`config.mk`:
```
export PLATFORM = sky130hd
export DESIGN_NAME = fifo_rd_ctrl
export DESIGN_NICKNAME = d
export VERILOG_FILES = /design/src/rtl/fifo_pkg.sv /design/src/rtl/sync_2ff.sv /design/src/rtl/fifo_rd_ctrl.sv
export SDC_FILE = /design/constraint.sdc
export NUM_CORES = 1
export LEC_CHECK = 0
export CAP_MARGIN = 5
export CORE_MARGIN = 2
export CORE_UTILIZATION = 52
export CTS_BUF_LIST = sky130_fd_sc_hd__clkbuf_4 sky130_fd_sc_hd__clkbuf_8
export CTS_CLUSTER_SIZE = 30
export DETAILED_ROUTE_END_ITERATION = 6
export PLACE_DENSITY = 0.87
export SLEW_MARGIN = 15
export SYNTH_ARGS = -nofsm -noshare
export SYNTH_HDL_FRONTEND = slang
export SYNTH_SLANG_ARGS = --single-unit
```
`constraint.sdc`:
```
create_clock -name r_clk -period 4.68 [get_ports r_clk]
set_clock_uncertainty 0.1 [all_clocks]
set_input_delay 1.17 -clock r_clk [delete_from_list [all_inputs] [get_ports r_clk]]
set_output_delay 1.17 -clock r_clk [all_outputs]
set_load 0.005 [all_outputs]
```
`src/rtl/fifo_pkg.sv`:
```
`default_nettype none
// ============================================================================
// Module   : fifo_pkg
// Purpose  : Shared constants and pointer-code helpers for the asynchronous
//            FIFO read- and write-side controllers.
// Contents : c_addr_size / c_data_size default geometry,
//            bin2gray / gray2bin pointer conversions.
// Revision : 1.0  initial release
// ============================================================================
package fifo_pkg;

    // Default FIFO geometry: 16 words of 8 bits.
    localparam int c_addr_size = 4;
    localparam int c_data_size = 8;

    // The helpers work on a fixed 32-bit container so that any pointer
    // width up to 32 bits can use them. Callers zero-extend on the way in
    // and truncate on the way out. Zero-extension leaves Gray coding of the
    // low bits unchanged in both directions.
    localparam int c_calc_w = 32;
    typedef logic [c_calc_w-1:0] ptr_calc_t;

    // Binary to reflected Gray code.
    function automatic ptr_calc_t bin2gray(input ptr_calc_t bin);
        return bin ^ (bin >> 1);
    endfunction

    // Reflected Gray code to binary, as a prefix XOR starting at the MSB.
    function automatic ptr_calc_t gray2bin(input ptr_calc_t gray);
        ptr_calc_t bin;
        bin[c_calc_w-1] = gray[c_calc_w-1];
        for (int i = c_calc_w - 2; i >= 0; i--) begin
            bin[i] = bin[i+1] ^ gray[i];
        end
        return bin;
    endfunction

endpackage : fifo_pkg
`default_nettype wire

```
`src/rtl/sync_2ff.sv`:
```
`default_nettype none
// ============================================================================
// Module   : sync_2ff
// Purpose  : Two-flop clock-domain-crossing synchronizer. It is meant for
//            multi-bit buses only when at most one bit changes per source
//            update, as with a Gray-coded pointer.
// Ports    : r_clk  - destination clock
//            r_rst  - asynchronous active-high reset, clears both stages
//            d      - asynchronous input bus
//            q      - synchronized output (second stage)
// Revision : 1.0  initial release
// ============================================================================
module sync_2ff #(
    parameter int WIDTH = 5
) (
    input  logic             r_clk,
    input  logic             r_rst,
    input  logic [WIDTH-1:0] d,
    output logic [WIDTH-1:0] q
);

    // First stage can go metastable; only the second stage is consumed.
    logic [WIDTH-1:0] meta_q;

    always_ff @(posedge r_clk or posedge r_rst) begin
        if (r_rst) begin
            meta_q <= '0;
            q      <= '0;
        end else begin
            meta_q <= d;
            q      <= meta_q;
        end
    end

endmodule : sync_2ff
`default_nettype wire

```
`src/rtl/fifo_rd_ctrl.sv`:
```
`default_nettype none
// ============================================================================
// Module   : fifo_rd_ctrl
// Purpose  : Read-side controller of an asynchronous FIFO. It synchronizes
//            the Gray write pointer, tracks the read pointer, and drives a
//            registered valid/ready output stage from a combinational-read
//            memory.
// Ports    : r_clk, r_rst      - read clock, asynchronous active-high reset
//            w_ptr_gray        - Gray write pointer from the write domain
//            r_ptr_gray        - registered Gray read pointer to the write domain
//            r_addr            - memory read address
//            mem_rdata         - memory read data at r_addr
//            r_dout / r_valid / r_ready - output word handshake
//            r_empty           - no unread word left in memory
//            r_level           - unread words in memory (output reg excluded)
//            r_almost_empty    - r_level <= AE_THRESH
//                                (present only with FIFO_RD_ALMOST_EMPTY_EN)
// Config   : define FIFO_RD_ALMOST_EMPTY_EN to add the r_almost_empty port.
// Revision : 1.0  initial release
// ============================================================================
module fifo_rd_ctrl
    import fifo_pkg::*;
#(
    parameter int ADDR_SIZE = c_addr_size,
    parameter int DATA_SIZE = c_data_size,
    parameter int AE_THRESH = 2
) (
    input  logic                 r_clk,
    input  logic                 r_rst,
    input  logic [ADDR_SIZE:0]   w_ptr_gray,
    output logic [ADDR_SIZE:0]   r_ptr_gray,
    output logic [ADDR_SIZE-1:0] r_addr,
    input  logic [DATA_SIZE-1:0] mem_rdata,
    output logic [DATA_SIZE-1:0] r_dout,
    output logic                 r_valid,
    input  logic                 r_ready,
    output logic                 r_empty,
    output logic [ADDR_SIZE:0]   r_level
`ifdef FIFO_RD_ALMOST_EMPTY_EN
    ,
    output logic                 r_almost_empty
`endif
);

    // The pointer carries one extra MSB so a completely full memory
    // (16 unread words) can be told apart from an empty one.
    localparam int c_ptr_w = ADDR_SIZE + 1;

    logic [c_ptr_w-1:0] wq2_ptr_gray;   // synchronized write pointer (Gray)
    logic [c_ptr_w-1:0] wq2_bin;        // synchronized write pointer (binary)
    logic [c_ptr_w-1:0] rd_bin;         // binary read pointer
    logic [c_ptr_w-1:0] rd_bin_next;
    logic [c_ptr_w-1:0] rd_gray_next;
    logic               pop;

    // ------------------------------------------------------------------
    // Write-pointer crossing. This is the only logic that samples w_ptr_gray.
    // ------------------------------------------------------------------
    sync_2ff #(
        .WIDTH (c_ptr_w)
    ) u_wptr_sync (
        .r_clk (r_clk),
        .r_rst (r_rst),
        .d     (w_ptr_gray),
        .q     (wq2_ptr_gray)
    );

    // ------------------------------------------------------------------
    // Status. Both compare operands are flops, so r_empty does not glitch.
    // Because the extra MSB is part of the compare, a wrap does not make
    // the memory look empty.
    // ------------------------------------------------------------------
    assign r_empty = (r_ptr_gray == wq2_ptr_gray);

    assign wq2_bin = c_ptr_w'(gray2bin(c_calc_w'(wq2_ptr_gray)));

    // The subtraction is modulo 2**c_ptr_w, so it stays correct across a
    // pointer wrap and ranges from 0 to 2**ADDR_SIZE.
    assign r_level = wq2_bin - rd_bin;

    assign r_addr  = rd_bin[ADDR_SIZE-1:0];

    // ------------------------------------------------------------------
    // Pop whenever memory has a word and the output stage is free, or is
    // being emptied this cycle. This gives one word per cycle under
    // continuous r_ready.
    // ------------------------------------------------------------------
    assign pop = !r_empty && (!r_valid || r_ready);

    assign rd_bin_next  = rd_bin + c_ptr_w'(1);
    assign rd_gray_next = c_ptr_w'(bin2gray(c_calc_w'(rd_bin_next)));

    // Read pointer. The Gray copy is registered from the incremented binary
    // value, so it changes by exactly one bit per pop.
    always_ff @(posedge r_clk or posedge r_rst) begin
        if (r_rst) begin
            rd_bin     <= '0;
            r_ptr_gray <= '0;
        end else if (pop) begin
            rd_bin     <= rd_bin_next;
            r_ptr_gray <= rd_gray_next;
        end
    end

    // Output stage. r_dout is loaded only on a pop. It holds through both
    // backpressure and the drop of r_valid.
    always_ff @(posedge r_clk or posedge r_rst) begin
        if (r_rst) begin
            r_dout  <= '0;
            r_valid <= 1'b0;
        end else if (pop) begin
            r_dout  <= mem_rdata;
            r_valid <= 1'b1;
        end else if (r_valid && r_ready) begin
            // Word taken and nothing behind it in memory.
            r_valid <= 1'b0;
        end
    end

`ifdef FIFO_RD_ALMOST_EMPTY_EN
    // Derived from registered values only. After reset r_level is 0, so
    // this output starts at 1.
    assign r_almost_empty = (r_level <= c_ptr_w'(AE_THRESH));
`endif

endmodule : fifo_rd_ctrl
`default_nettype wire

```
Yosys cells after proc, flatten, opt, wreduce, memory -nomap -nowiden
Index checks and enable logic that the tools add are counted.

Flip-flop bits (word level): 29. Input port bits: 16. Word-level logic and storage cells: 22.

$add $sub $neg: 2. Equal/unequal tests: 1. Muxes and demuxes: 2. Bitwise logic cells: 5. Reduce and logical (&&, ||, !) cells: 6.

Operator list (count): 5-bit by 1-bit adder with 5-bit output (second input constant) (1); 5-bit equality test (1); 5-bit subtractor (1); 5-bit by 4-bit bitwise XOR with 5-bit output (1); 1-bit bitwise XOR (4); 1-bit logical AND (2); 1-bit zero test (2); 1-bit two-way mux (2); 2-bit nonzero test (1); 1-bit logical OR (1).

Depth between registers and ports, before layout
Gate-level depths: netlist of run 1.

Depth in word-level cells: 5. Depth in mapped cells: 10. Depth with buffers taken out: 10.

By module
Synthesis of run 1 repeated with hierarchy kept, for this count alone.

Cells, all modules: 104. Area, all modules: 1356.3 um^2.

By module, submodules not included: fifo_rd_ctrl (times used 1, cells each 93, area each 1102.3 um^2, seq. area each 450.4 um^2); sync_2ff (times used 1, cells each 11, area each 254.0 um^2, seq. area each 250.2 um^2).

Least setup slack after synthesis of run 1
No wires, ideal clock.

Kind: reg2out. From: register u_wptr_sync.q[4]. To: output port r_level[4]. Arrival time: 2156 ps. Setup slack: 1254 ps. Cell stages (with the launch flop): 11. Path buffers: 0. Path through: dfrtp_1 > xor2_1 > xnor2_1 > xor2_1 > xor2_1 > ha_1 > fa_1 > inv_1 > a21o_1 > a21oi_1 > xnor2_1.

Word-level cells in the longest chain between the ends: 5.

Ends and longest elaborated chain: from (decl) (line sync_2ff.sv:19) `output logic [WIDTH-1:0] q`; from (signal assigned) (line sync_2ff.sv:31) `q <= meta_q;`; 1-bit bitwise XOR (4 in a row) (line fifo_pkg.sv:33) `bin[i] = bin[i+1] ^ gray[i];`; 5-bit subtractor (*) (line fifo_rd_ctrl.sv:79) `assign r_level = wq2_bin - rd_bin;`; to (decl) (line fifo_rd_ctrl.sv:38) `output logic [ADDR_SIZE:0] r_level`.

Every way passes the cells marked *; elsewhere a longest branch is shown, timed or not.

Worst setup path after layout of run 1
From: register u_wptr_sync.q[3]. To: output port r_level[4].

Word-level cells in the longest chain between the ends: 5.

Ends and longest elaborated chain (line): 1-bit bitwise XOR (*) (fifo_pkg.sv:33); 1-bit bitwise XOR (3 in a row) (fifo_pkg.sv:33); 5-bit subtractor (*) (fifo_rd_ctrl.sv:79).

Marks and branches as above.

==> results of run 1 <==
-- power by group through the flow --
| stage | combinational, mW | clock (mW) | sequential (mW) |
|---|---|---|---|
| 2_1_floorplan | 0.396 | 0 | 0.375 |
| 3_3_place_gp | 0.641 | 0 | 0.389 |
| 3_5_place_dp | 0.661 | 0 | 0.393 |
| 4_1_cts | 0.666 | 0.117 | 0.389 |
| 5_1_grt | 0.715 | 0.129 | 0.402 |
| 6_report | 0.661 | 0.113 | 0.387 |
-- state kept, by name, summed over array words and instances (netlist names) --
register,count
rd_bin,4
u_wptr_sync.q,5
u_wptr_sync.meta_q,5
r_valid,1
r_dout,8
r_ptr_gray,5
-- per-layer routing --
metal | vias up | wire [um] | share of wire, % | global-route usage [%]
met2 | 29 | 1310 | 54 | 30.4
met4 | 0 | 35 | 1.4 | 7.32
met3 | 6 | 135 | 5.5 | 4.45
met5 | - | 0 | 0 | 0
li1 | 415 | - | - | -
met1 | 430 | 963 | 39 | 22.8
-- Yosys cell counts (all sizes together) --
master	instances	area share [%]
buf	1	1.5
a21oi	3	1.9
a21o	2	1.1
nand4	2	0.92
nor2	1	0.27
a21boi	1	0.55
dfrtp	28	51
and4	1	0.82
o22ai	1	0.46
inv	12	3.3
xnor2	15	9.6
ha	5	4.6
nand2	3	0.82
nand2b	1	0.46
xor2	7	5.0
and3	1	0.46
mux2	13	13
a211oi	1	0.55
nand3	1	0.37
o211ai	2	1.1
fa	1	1.5
clkbuf	1	0.27
-- kinds of logic after synthesis --
| logic type | share of synthesized area, % |
|---|---|
| AND/OR/NAND/NOR | 4.12 |
| flip-flops | 51.3 |
| XOR/XNOR | 14.7 |
| multiplexers | 13.2 |
| adder cells (fa/ha/maj) | 6.04 |
| AO/OA/AOI/OAI | 5.68 |
| buffers and inverters | 5.04 |
-- final timing paths --
kind                                     to             startpoint  slack (ps)
max                              r_level[4]       u_wptr_sync.q[3]         270
min                        u_wptr_sync.q[2]  u_wptr_sync.meta_q[2]         260
max reg2reg                       r_dout[3]       u_wptr_sync.q[1]        2720
min reg2reg                u_wptr_sync.q[2]  u_wptr_sync.meta_q[2]         260
max in group asynchronous  u_wptr_sync.q[1]                  r_rst        2600
min in group asynchronous     r_ptr_gray[2]                  r_rst        1280
-- metrics by stage --
stage          utilization, %  cells  instance area, um^2  setup WS (ps)  hold WS, ps
3_5_place_dp             71.5    170                 1770            540          236
3_3_place_gp             71.5    170                 1770            702          236
4_1_cts                  72.9    174                 1810            166          267
5_1_grt                  73.2    174                 1810           24.6          275
2_1_floorplan               -    103                 1370           1250          231
6_report                 73.2    174                 1810            271          264
-- area by class of cell --
class	count	area (um^2)	share of cell area (%)
clock buffer	4	36.3	2.00
tap	30	37.5	2.07
multi-input combinational	61	604	33.3
inverter	12	45.0	2.48
timing repair buffer	39	390	21.5
sequential	28	701	38.6
-- timing repair --
action / in CTS / in global routing
gates resized for setup: 0 / 1
endpoints found under the setup margin: 0 / 1
hold buffers: 0 / 0
hold endpoints to repair: 0 / 0
-- worst max-delay path, stage by stage, from the launching register on --
cell and delay, ps:
dfrtp_1 430, xor2_1 200, xnor2_1 290, xor2_2 260, xor2_1 110, ha_1 220, fa_1 420, inv_1 70
a21o_1 100, a21oi_1 70, xnor2_1 140, clkdlybuf4s50_1 510
==> results by group, run 1 <==
Run status
  – Status: finished, final reports clean

Clocking
  – Clk slew on worst S/H paths: 140 ps
  – CTS sink count: 28
  – Post-CTS Setup Bufs: 0
  – H-tree levels: 1
  – CTS Root Cell: clkbuf_4
  – CTS tree: done
  – Clock buffer depth: 2
  – Clk_lat worst skew: 320 ps
  – Num CTS Buffers: 3

Worst setup path
  – Critical setup path kind: reg -> out
  – Startpoint types: register
  – Crit path required time: 3410 ps
  – Crit path DAT: 3140 ps
  – R2R cell count: 4
  – Critical Path Sink Type: output pin
  – Worst-path maximum fanout: 3

STA
  – Final min period: 4410 ps
  – Final Hold Fails: 0
  – TNS Setup: 0 ps
  – Final period util: 94.2%
  – Final Max Tran Viols: 0
  – Setup violations, final: 0
  – RSZ-0062 raised after global routing: no
  – Worst Tran Pin Value: 1000 ps
  – FMAX: 0.227 GHz
  – Worst slew margin: 33.1%

Pwr
  – Internal: 0.775 mW
  – Sw Share: 33.2%
  – Clock power frac: 9.7%
  – Switching pwr: 0.386 mW
  – Peak VDD IR: 0.412 mV
  – P per Cell Area: 640 mW/mm^2
  – Power Total: 1.16 mW
  – Leakage: 0.806 nW
  – Comb power frac: 57.0%
  – Sequential power share: 33.3%

Layout
  – P&R area growth vs syn: 32.8%
  – # diodes: 0
  – Nets: 167
  – Commonest non-fill, non-tap cell in the layout: clkdlybuf4s50_1
  – Most frequent cells in the layout: clkdlybuf4s50_1 (39), dfrtp_1 (28), xnor2_1 (15)
  – Fraction of final layout cells with drive strength greater than 1: 15.3%
  – Fillers: 178

Drt
  – DR vias/cell: 5.06
  – Drt pass-1 iters: 4
  – Detailed Route WL: 2450 um
  – Vias after detailed routing: 880
  – Iter 0 DRT Violations: 7
  – Wire length per cell: 14.1 um
  – Antenna-violating nets left: 0
  – DRC: 0

Floorplanning
  – Core box area: 0.00248 mm^2
  – Die Area: 0.00305 mm^2
  – Die H: 55.3 um
  – Die X: 55.3 um
  – Row cnt: 18
  – I/O pins: 40
  – Initial core utilization: 55.2%

Synth
  – Register area share after synthesis: 51.3%
  – Ys Warns: 0
  – Synthesized Nets: 125
  – Synth Register Bits: 28
  – Mapped Cells: 103
  – Synth unique cells: 26
  – Avg Cell Area, Syn: 13.3 um^2
  – Post-Syn Area: 0.00137 mm^2

Place
  – Dpl hpwl: 1930 um
  – Port bufs: 39
  – Gpl congestion: 0.800

GRT
  – Vias in the first global route: 957
  – Largest net degree at the start of global routing: 29
  – Total GRT Usage: 18.3%
  – Initial antenna violation count: 0
  – Total global routing overflow: 0
  – First-pass GRT wire length: 4370 um

Job
  – Max Cap Viol: 0

Worst hold path
  – Worst Hold Depth: 0
  – HP Class: reg -> reg
Power figures use the tool's default switching activity.
==> run 2: changes to the inputs <==
--- a/config.mk
+++ b/config.mk
@@ -7,11 +7,11 @@
 export LEC_CHECK = 0
 export CAP_MARGIN = 5
 export CORE_MARGIN = 2
-export CORE_UTILIZATION = 52
+export CORE_UTILIZATION = 42
 export CTS_BUF_LIST = sky130_fd_sc_hd__clkbuf_4 sky130_fd_sc_hd__clkbuf_8
 export CTS_CLUSTER_SIZE = 30
 export DETAILED_ROUTE_END_ITERATION = 6
-export PLACE_DENSITY = 0.87
+export PLACE_DENSITY = 0.72
 export SLEW_MARGIN = 15
 export SYNTH_ARGS = -nofsm -noshare
 export SYNTH_HDL_FRONTEND = slang
==> run 2 against run 1 <==
  * Global-route usage decreased by 2.8 points
  * Sequential power about the same
  * Final area decreased by 0.21%
  * Highest routed layer unchanged
  * Largest power group unchanged
  * Die area increased by 22%
  * First-iteration DRC count decreased by 14%
  * Non-clock buffer count unchanged
  * Critical path depth unchanged
  * Total power decreased by 2.1%
  * Critical path type unchanged
  * Worst setup slack got worse by 33 ps
  * Core utilization decreased by 14 points
  * Clock power decreased by 16%
  * Sequential share of layout area increased by 0.080 points
==> results by group, run 2 (synthesis results as in run 1) <==
Floorplanning
  – Core box area: 0.00308 mm^2 (+24%)
  – Die H: 61.0 um (+10%)
  – Row cnt: 20 (+2)
  – I/O pins: 40 (unchanged)
  – Die X: 61.0 um (+10%)
  – Die Area: 0.00373 mm^2 (+22%)
  – Initial core utilization: 44.4% (-11 points)

Drt
  – Vias after detailed routing: 888 (+0.91%)
  – Antenna-violating nets left: 0 (unchanged)
  – DRC: 0 (unchanged)
  – Detailed Route WL: 2390 um (-2.4%)
  – Iter 0 DRT Violations: 6 (-1)
  – Drt pass-1 iters: 3 (-1)
  – Wire length per cell: 12.8 um (-9.2%)
  – DR vias/cell: 4.75 (-6.1%)

STA
  – Worst Tran Pin Value: 965 ps (-38.4 ps)
  – Final Hold Fails: 0 (unchanged)
  – FMAX: 0.225 GHz (-0.74%)
  – Final Max Tran Viols: 0 (unchanged)
  – TNS Setup: 0 ps (unchanged)
  – Final min period: 4440 ps (+33.0 ps)
  – Worst slew margin: 35.3% (+2.2 points)
  – Final period util: 94.9% (+0.70 points)
  – Setup violations, final: 0 (unchanged)
  – RSZ-0062 raised after global routing: no

Pwr
  – Sw Share: 33.4% (+0.12 points)
  – Leakage: 0.794 nW (-1.5%)
  – Sequential power share: 34.0% (+0.7 points)
  – Peak VDD IR: 0.275 mV (-33%)
  – Internal: 0.757 mW (-2.3%)
  – P per Cell Area: 628 mW/mm^2 (-1.9%)
  – Comb power frac: 57.7% (+0.7 points)
  – Clock power frac: 8.4% (-1.3 points)
  – Power Total: 1.14 mW (-2.1%)
  – Switching pwr: 0.379 mW (-1.8%)

Clocking
  – Clock buffer depth: 2 (unchanged)
  – CTS Root Cell: clkbuf_4
  – # resized after CTS: 0 (unchanged)
  – H-tree levels: 1 (unchanged)
  – Clk slew on worst S/H paths: 140 ps (about the same)
  – CTS sink count: 28 (unchanged)
  – Num CTS Buffers: 3 (unchanged)
  – CTS tree: done
  – Hold buffers post-CTS: 0 (unchanged)
  – Clk_lat worst skew: 320 ps (about the same)
  – Post-CTS Setup Bufs: 0 (unchanged)

Job
  – Max Cap Viol: 0 (unchanged)

Layout
  – Most frequent cells in the layout: clkdlybuf4s50_1 (39), dfrtp_1 (28), xnor2_1 (15)
  – Register area: 701 um^2 (unchanged)
  – # diodes: 0 (unchanged)
  – Commonest non-fill, non-tap cell in the layout: clkdlybuf4s50_1
  – Area of the multi-input gates: 597 um^2 (-1.2%)
  – Largest Register: r_dout
  – Nets: 167 (unchanged)
  – Max reg flops: 8 (unchanged)
  – P&R area growth vs syn: 32.5%
  – Fraction of final layout cells with drive strength greater than 1: 14.0% (-1.3 points)
  – Fillers: 261 (+47%)

GRT
  – Initial antenna violation count: 0 (unchanged)
  – Total global routing overflow: 0 (unchanged)
  – Total GRT Usage: 15.4% (-2.8 points)
  – Largest net degree at the start of global routing: 29 (unchanged)
  – Vias in the first global route: 932 (-2.6%)
  – First-pass GRT wire length: 4140 um (-5.2%)

Worst setup path
  – Critical setup path kind: reg -> out
  – R2R cell count: 4 (unchanged)
  – Startpoint types: register
  – Crit path required time: 3410 ps (about the same)
  – Worst-path maximum fanout: 3 (unchanged)
  – Crit path DAT: 3170 ps (+30 ps)
  – Critical Path Sink Type: output pin

Place
  – Gpl congestion: 0.759 (-5.1%)
  – Port bufs: 39 (unchanged)
  – Dpl hpwl: 1840 um (-4.4%)

Worst hold path
  – HP Class: reg -> reg
  – Worst Hold Depth: 0 (unchanged)

Run status
  – Status: finished, final reports clean
## run 2: cell count changes in the layout (fill, tap and decap cells not counted), sizes merged
cell,before,now
clkinv,0,1
clkbuf,4,3
inv,12,11
## run 2: path summary, 6_finish.rpt
kind / startpoint / end / slack (ps)
hold / removal: u_wptr_sync.meta_q[2] / u_wptr_sync.q[2] / 260
hold reg to reg: u_wptr_sync.meta_q[2] / u_wptr_sync.q[2] / 260
max in group asynchronous: r_rst / r_ptr_gray[1] / 2890
min in group asynchronous: r_rst / u_wptr_sync.q[2] / 1150
setup reg to reg: r_ptr_gray[4] / r_dout[4] / 2710
setup / recovery: u_wptr_sync.q[3] / r_level[4] / 240
## run 2: stage by stage
stage          hold WS, ps  std cells  cell area (um^2)  setup slack [ps]  util, %
2_1_floorplan          231        103              1370              1250        -
3_5_place_dp           235        184              1790               567     58.1
6_report               261        187              1810               238     58.8
5_1_grt                276        187              1810              4.35     58.8
3_3_place_gp           236        184              1790               694     58.1
4_1_cts                266        187              1810               186     58.8
## run 2: final cells by class
| type | instances | share of cell area, % |
|---|---|---|
| timing repair buffer | 39 | 21.6 |
| tap | 44 | 3.04 |
| sequential | 28 | 38.7 |
| clock buffer | 3 | 1.24 |
| multi-input combinational | 61 | 33.0 |
| inverter | 12 | 2.49 |
## run 2: critical path, stage by stage, from the launching register on
cell,delay (ps)
dfrtp_1,420
xor2_1,240
xnor2_1,190
xor2_1,330
xor2_1,140
ha_1,230
fa_1,410
inv_1,80
a21o_1,100
a21oi_1,70
xnor2_1,140
clkdlybuf4s50_1,510
## run 2: power by group through the flow
| stage | Sequential [mW] | Clock (mW) | Combinational [mW] |
|---|---|---|---|
| final | 0.386 | 0.0950 | 0.655 |
| after global routing | 0.399 | 0.110 | 0.723 |
| after CTS | 0.388 | 0.0992 | 0.665 |
| after detailed placement | 0.393 | 0 | 0.659 |
| after global placement | 0.390 | 0 | 0.646 |
| after floorplan | 0.375 | 0 | 0.396 |
## run 2: metal layers
metal  GRT usage [%]  part of all wire (%)
met3            3.78                   5.7
met5               0                     0
met2            24.6                    51
met4            7.45                   2.0
met1            19.7                    41
